===== src/rtl/dmem_arbiter.sv =====
// Round-robin arbiter/sequencer for two requesters sharing a single-port word data memory.
// Each access takes a fixed IDLE -> ACCESS -> RESP sequence; bad addresses are rejected without touching memory.
module dmem_arbiter #(
  parameter int unsigned DEPTH = 32,
  parameter int unsigned AW    = 5
) (
  input  logic        clk,
  input  logic        reset,
  input  logic        p0_req,
  input  logic        p0_we,
  input  logic [31:0] p0_addr,
  input  logic [31:0] p0_wdata,
  output logic        p0_ack,
  output logic        p0_err,
  output logic [31:0] p0_rdata,
  input  logic        p1_req,
  input  logic        p1_we,
  input  logic [31:0] p1_addr,
  input  logic [31:0] p1_wdata,
  output logic        p1_ack,
  output logic        p1_err,
  output logic [31:0] p1_rdata,
  output logic [31:0] mem_addr,
  output logic [31:0] mem_wdata,
  output logic        mem_write,
  output logic        mem_read,
  input  logic [31:0] mem_rdata,
  output logic        busy,
  output logic        gnt_id
);

  typedef enum logic [1:0] {
    S_IDLE,
    S_ACCESS,
    S_RESP
  } state_e;

  state_e      state_q;
  logic        last_gnt_q;
  logic        gnt_q;
  logic        we_q;
  logic        err_q;
  logic [31:0] addr_q;
  logic [31:0] wdata_q;
  logic        p0_ack_q, p1_ack_q;
  logic        p0_err_q, p1_err_q;
  logic [31:0] p0_rdata_q, p1_rdata_q;

  logic        win_d;
  logic        sel_we_d;
  logic [31:0] sel_addr_d;
  logic [31:0] sel_wdata_d;
  logic        sel_err_d;
  logic [AW:0] sel_idx;
  logic [31:0] rdata_d;
  logic        in_access;

  // Single requester wins outright; on a tie the one not granted last time wins.
  always_comb begin
    win_d = 1'b0;
    if (p0_req && p1_req) begin
      win_d = ~last_gnt_q;
    end else if (p1_req) begin
      win_d = 1'b1;
    end
  end

  always_comb begin
    sel_we_d    = win_d ? p1_we    : p0_we;
    sel_addr_d  = win_d ? p1_addr  : p0_addr;
    sel_wdata_d = win_d ? p1_wdata : p0_wdata;
  end

  // Range check split so it holds for any DEPTH up to 2**AW.
  always_comb begin
    sel_idx   = {1'b0, sel_addr_d[AW+1:2]};
    sel_err_d = (sel_addr_d[1:0] != 2'b00)
              | (sel_addr_d[31:AW+2] != '0)
              | (sel_idx >= (AW+1)'(DEPTH));
  end

  always_comb begin
    rdata_d = '0;
    if (!we_q && !err_q) begin
      rdata_d = mem_rdata;
    end
  end

  always_ff @(posedge clk) begin
    if (reset) begin
      state_q    <= S_IDLE;
      last_gnt_q <= 1'b1;
      gnt_q      <= 1'b0;
      we_q       <= 1'b0;
      err_q      <= 1'b0;
      addr_q     <= '0;
      wdata_q    <= '0;
      p0_ack_q   <= 1'b0;
      p1_ack_q   <= 1'b0;
      p0_err_q   <= 1'b0;
      p1_err_q   <= 1'b0;
      p0_rdata_q <= '0;
      p1_rdata_q <= '0;
    end else begin
      case (state_q)
        S_IDLE: begin
          if (p0_req || p1_req) begin
            gnt_q      <= win_d;
            last_gnt_q <= win_d;
            we_q       <= sel_we_d;
            addr_q     <= sel_addr_d;
            wdata_q    <= sel_wdata_d;
            err_q      <= sel_err_d;
            state_q    <= S_ACCESS;
          end
        end
        S_ACCESS: begin
          if (gnt_q) begin
            p1_ack_q   <= 1'b1;
            p1_err_q   <= err_q;
            p1_rdata_q <= rdata_d;
          end else begin
            p0_ack_q   <= 1'b1;
            p0_err_q   <= err_q;
            p0_rdata_q <= rdata_d;
          end
          state_q <= S_RESP;
        end
        S_RESP: begin
          p0_ack_q   <= 1'b0;
          p1_ack_q   <= 1'b0;
          p0_err_q   <= 1'b0;
          p1_err_q   <= 1'b0;
          p0_rdata_q <= '0;
          p1_rdata_q <= '0;
          state_q    <= S_IDLE;
        end
        default: begin
          state_q <= S_IDLE;
        end
      endcase
    end
  end

  // Memory strobes come straight off the latched command; reset gates the write in the same cycle.
  assign in_access = (state_q == S_ACCESS);
  assign mem_addr  = in_access ? addr_q  : '0;
  assign mem_wdata = in_access ? wdata_q : '0;
  assign mem_write = in_access & we_q & ~err_q & ~reset;
  assign mem_read  = in_access & ~we_q & ~err_q;

  assign busy     = (state_q != S_IDLE);
  assign gnt_id   = gnt_q;
  assign p0_ack   = p0_ack_q;
  assign p1_ack   = p1_ack_q;
  assign p0_err   = p0_err_q;
  assign p1_err   = p1_err_q;
  assign p0_rdata = p0_rdata_q;
  assign p1_rdata = p1_rdata_q;

endmodule

===== config.mk =====
export PLATFORM = sky130hd
export DESIGN_NAME = dmem_arbiter
export DESIGN_NICKNAME = d
export VERILOG_FILES = /design/src/rtl/dmem_arbiter.sv
export SDC_FILE = /design/constraint.sdc
export NUM_CORES = 1
export LEC_CHECK = 0
export BUFFER_PORTS_ARGS = -buffer_cell sky130_fd_sc_hd__buf_2
export CAP_MARGIN = 20
export CORE_UTILIZATION = 48
export CTS_BUF_LIST = sky130_fd_sc_hd__clkbuf_8
export DETAILED_ROUTE_END_ITERATION = 7
export GPL_ROUTABILITY_DRIVEN = 0
export PLACE_DENSITY = 0.86
export SLEW_MARGIN = 20
export SYNTH_ARGS = -nofsm -noshare
export SYNTH_HDL_FRONTEND = slang
export SYNTH_SLANG_ARGS = --single-unit

===== constraint.sdc =====
create_clock -name clk -period 1.8 [get_ports clk]
set_input_delay 0.36 -clock clk [delete_from_list [all_inputs] [get_ports clk]]
set_output_delay 0.36 -clock clk [all_outputs]
set_load 0.01 [all_outputs]

-- Word-level counts from Yosys, hierarchy flattened
Cells that the tools add are included.
Widths: inputs -> output; s select.
- bits in registers: 138
- output and inout bits: 136
- input bits: 166
- reductions and logical operators: 13
- equality and inequality tests: 5
- bitwise logic cells: 10
- muxes and demuxes: 22
- operator list (operator ; number):
    $mux 32 ; 7
    $pmux 32 s2 ; 2
    $reduce_bool 25->1 ; 1
    $pmux 1 s2 ; 4
    $mux 1 ; 7
    $ne 2x2->1 const B ; 3
    $reduce_and 2->1 ; 3
    $reduce_bool 2->1 ; 3
    $and 1x1->1 ; 5
    $not 1->1 ; 4
    $pmux 2 s2 ; 1
    $eq 2x1->1 const B ; 1
    $eq 2x2->1 const B ; 1
    $logic_and 1x1->1 ; 2
    $logic_not 1->1 ; 2
    $logic_not 2->1 ; 1
    $mux 2 ; 1
    $logic_or 1x1->1 ; 1
    $or 1x1->1 ; 1

-- Longest topological paths before layout
- word-level depth: 5
- depth in mapped cells: 6
- mapped depth without buffers: 4

-- Least setup slack after synthesis
OpenSTA, ideal clock, no wires.
- kind: register -> output
- start point: reg state_q[1]
- end point: out mem_addr[10]
- path buffers: 2
- data required time: 1.440 ns
- setup slack: 0.308 ns
- data arrival time: 1.132 ns
- stages on the path, launching flop included: 5
- cell sequence: dfxtp_1 > and2b_1 > buf_2 > clkbuf_1 > and2_1
- longest elaborated chain between the ends: 2
- ends and longest elaborated chain (element ; RTL line ; source):
    from (decl) ; 38 ; state_e state_q;
    from (signal assigned) ; 91 ; state_q <= S_IDLE;
    from (signal assigned) ; 114 ; state_q <= S_ACCESS;
    from (signal assigned) ; 127 ; state_q <= S_RESP;
    $eq 2x1->1 ; 146 ; assign in_access = (state_q == S_ACCESS);
    $mux 32 ; 147 ; assign mem_addr = in_access ? addr_q : '0;
    to (decl) ; 23 ; output logic [31:0] mem_addr,
Every way passes these cells.

-- Final worst setup path
- start point: reg state_q[1]
- end point: out mem_wdata[28]
- longest elaborated chain between the ends: 2
- ends and longest elaborated chain (element ; RTL line ; source):
    $eq 2x1->1 ; 146 ;
    $mux 32 ; 148 ; assign mem_wdata = in_access ? wdata_q : '0;
    to (decl) ; 24 ; output logic [31:0] mem_wdata,
Every way passes these cells.

==> summary.md <==
| Metric | Value |
|---|---|
| Failing checks | `negative setup slack` |
| Worst path required time | `1.44 ns` |
| Critical path class | `reg -> out` |
| Crit path buf inv count | `2` |
| R2R setup slack | `0.28 ns` |
| Cell count after synthesis | `719` |
| Initial Utilization | `0.501` |
| Initial DRC Count | `594` |
| Area grow syn2layout | `31.9%` |
| Vias/cell | `5.34` |
| Final WS setup | `-0.115 ns` |
| R2R Path End | `p1_rdata[15]$_SDFFE_PP0P_` |
| CTS tree | `built` |
| Nets@finish | `1,153` |
| Post-DP HPWL | `12,700 um` |
| Status | `finished with violations` |
| Clock sinks | `138` |
| Min Hold Slack | `0.160 ns` |
| Commonest non-fill, non-tap cell in the layout | `buf_2` |
| Actual slew at the worst max-slew pin | `0.609 ns` |
| Commonest non-fill, non-tap cells in the layout | `buf_2 (298), dfxtp_1 (136), nand3_1 (125)` |
| Initial antenna violation count | `0` |
| Ant diodes | `0` |
| Synth area leaders | `dfxtp_1 (43%), mux2i_1 (10%), nand3_1 (9.7%)` |
| Syn avg cell area | `8.94 um2` |
| Die height | `118 um` |
| Worst Setup EP | `mem_wdata[28]` |
| Vias in the first global route | `5,947` |
| Synth top area share | `0.430` |
| Post-route ant nets | `0` |
| CP Launch Point | `state_q[1]$_SDFFE_PP0P_` |
| Pwr Total | `7.50 mW` |
| Hold Path Class | `in -> reg` |
| Placed cells | `1,139` |
| Unrepaired setup endpoints after global routing | `yes` |
| Syn_nets | `885` |
| Fin crit period | `1.91 ns` |
| Wire length per cell | `15.3 um` |
| Worst-Skew Late Latency | `0.45 ns` |
| Final Cycle Share | `1.06` |
| Die Wd | `118 um` |
| Max incr delay on CP | `0.35 ns` |
| DRT Pass-1 Iters | `5` |
| PwrDens | `884 nW/um2` |
| Post-synth EDFFs | `0` |
| Worst reg-to-reg path cell count | `6` |
| Yosys warnings | `0` |
| Post-layout util | `0.661` |
| Slowest stage cell, crit path | `dfxtp_2` |
| Total track usage | `0.260` |
| Primary FF master, synth | `dfxtp_1` |
| Flops & latches, synth | `138` |
| FP Rows | `41` |
| Lkg Pwr | `3.83 nW` |
| Slew Limit Fails | `0` |
| Sequential share of the synthesized area | `0.430` |
| Synth cell types | `36` |
| Max Clock Freq | `522 MHz` |
| CP arrival | `1.55 ns` |
| Clock Tree Root | `clkbuf_8` |
| Setup crit end kind | `output pin` |
| Asr flop ratio synth | `0` |
| Max-Cap Viols | `0` |
| CTS clock-pin slew for the worst setup and hold paths | `0.08 ns` |
| Count of final hold-check violations | `0` |
| Core box area | `12,800 um2` |
| Critical path launch point type | `flip-flop` |
| VDD IR-drop max | `0.000452 V` |
| Hold_sp | `mem_rdata[31]` |
| Crit path max-delay family | `simple AND/OR/NAND/NOR gates` |
| First-pass GRT wire length | `28,700 um` |
| Hold_buf cts | `0` |
| # setup viols final | `64` |
| CTS Buf Count | `17` |
| Worst-case clock buffer depth | `2` |
| Level count of the clock H-tree | `4` |
| Fin Setup TNS | `-5.90 ns` |
| Vias | `6,256` |
| Layout Cells excl Fill | `1,172` |
| Total wire length | `17,900 um` |
| Crit-path cells | `and2b_4 > buf_12 > and2_1 > buf_2` |
| Largest area contributor in the netlist | `dfxtp_1` |
| Clock skew | `0.0136 ns` |
| Residual DRC | `0` |
| Mapped Area | `6430 um2` |
| Critical path depth | `4` |
| Layout cell share with drive strength beyond 1 | `0.388` |
| Gr ovfl total | `0` |
| Worst slew margin | `0.589` |
| Reg-to-Reg Start | `state_q[1]$_SDFFE_PP0P_` |
| Critical path fanouts, max | `31` |
| Largest net degree at the start of global routing | `87` |
| Die area | `13,900 um2` |
| IO Pins | `302` |
| Port Buf Inserts | `301` |
-- synth_stat cells, types with 12 or more instances --
cell type	number
mux2i_1	64
a21oi_1	66
a211oi_1	40
nor4_1	12
a211oi_2	25
nor2_1	75
dfxtp_1	138
nand2_1	12
nand3_1	125
buf_2	22
clkbuf_1	26
and2_1	65
-- registers in the layout (all words and copies together), names as in the netlist --
register,flops
addr_q,32
err_q,1
gnt_id,1
last_gnt_q,1
p0_ack,1
p0_err,1
p0_rdata,32
p1_ack,1
p1_err,1
p1_rdata,32
state_q,2
wdata_q,32
we_q,1
-- report_power, final --
group	switching [mW]	leakage (nW)	internal, mW
Combinational	0.835	2.49	0.650
Sequential	0.128	1.13	3.28
Clock	1.24	0.201	1.37
-- how the worst min path moves through the flow --
stage | to | depth (start not counted)
floorplan | addr_q[30]$_SDFFE_PP0P_ | 2
global placement | p0_rdata[20]$_SDFFE_PP0P_ | 2
detailed placement | p0_rdata[20]$_SDFFE_PP0P_ | 2
CTS | p0_rdata[31]$_SDFFE_PP0P_ | 3
global route | p0_rdata[19]$_SDFFE_PP0P_ | 3
finish | p0_rdata[31]$_SDFFE_PP0P_ | 3
-- through the flow --
step | setup WS (ns) | cell area, um2
after global routing | -0.204 | 8480
final | -0.115 | 8480
after detailed placement | 0.147 | 8030
after CTS | -0.147 | 8470
after global placement | 0.217 | 8030
after floorplan | 0.308 | 6430
-- area by class of cell --
class | instances | area, um2
fill | 1063 | 4350
multi-input combinational | 509 | 3230
sequential | 138 | 2770
timing repair buffer | 320 | 1850
clock buffer | 17 | 234
tap | 172 | 215
clock inverter | 15 | 176
inverter | 1 | 3.75
-- kinds of logic after synthesis --
family          count (synthesis)  share of synthesized area
simple gates                  304                      0.239
buf+inv                        72                     0.0730
flops                         138                      0.430
compound gates                140                      0.157
mux                            65                      0.101
-- layer usage --
metal  vias up  share of wire  global-route usage  wire length (um)
met3        61          0.066              0.0678              1190
li1       3086              -                   -                 -
met1      2819           0.39               0.290              6970
met4         0          0.050               0.166               895
met2       290           0.50               0.437              8880
met5         -              0                   0                 0
-- repair_timing --
| item | in CTS | in global routing |
|---|---|---|
| resized for setup | 6 | 2 |
| setup endpoints to repair | 65 | 66 |
| buffers inserted | 1 | 0 |
| pin swaps | 0 | 0 |
-- worst reg2reg max path, stage by stage, from the launching register on --
cell     delay [ns]
dfxtp_2        0.35
and2b_4        0.31
buf_4          0.16
and2_1         0.17
buf_12         0.21
nand3_1        0.12
a21oi_1        0.14
Note: power is estimated with default switching activity, not from simulation.
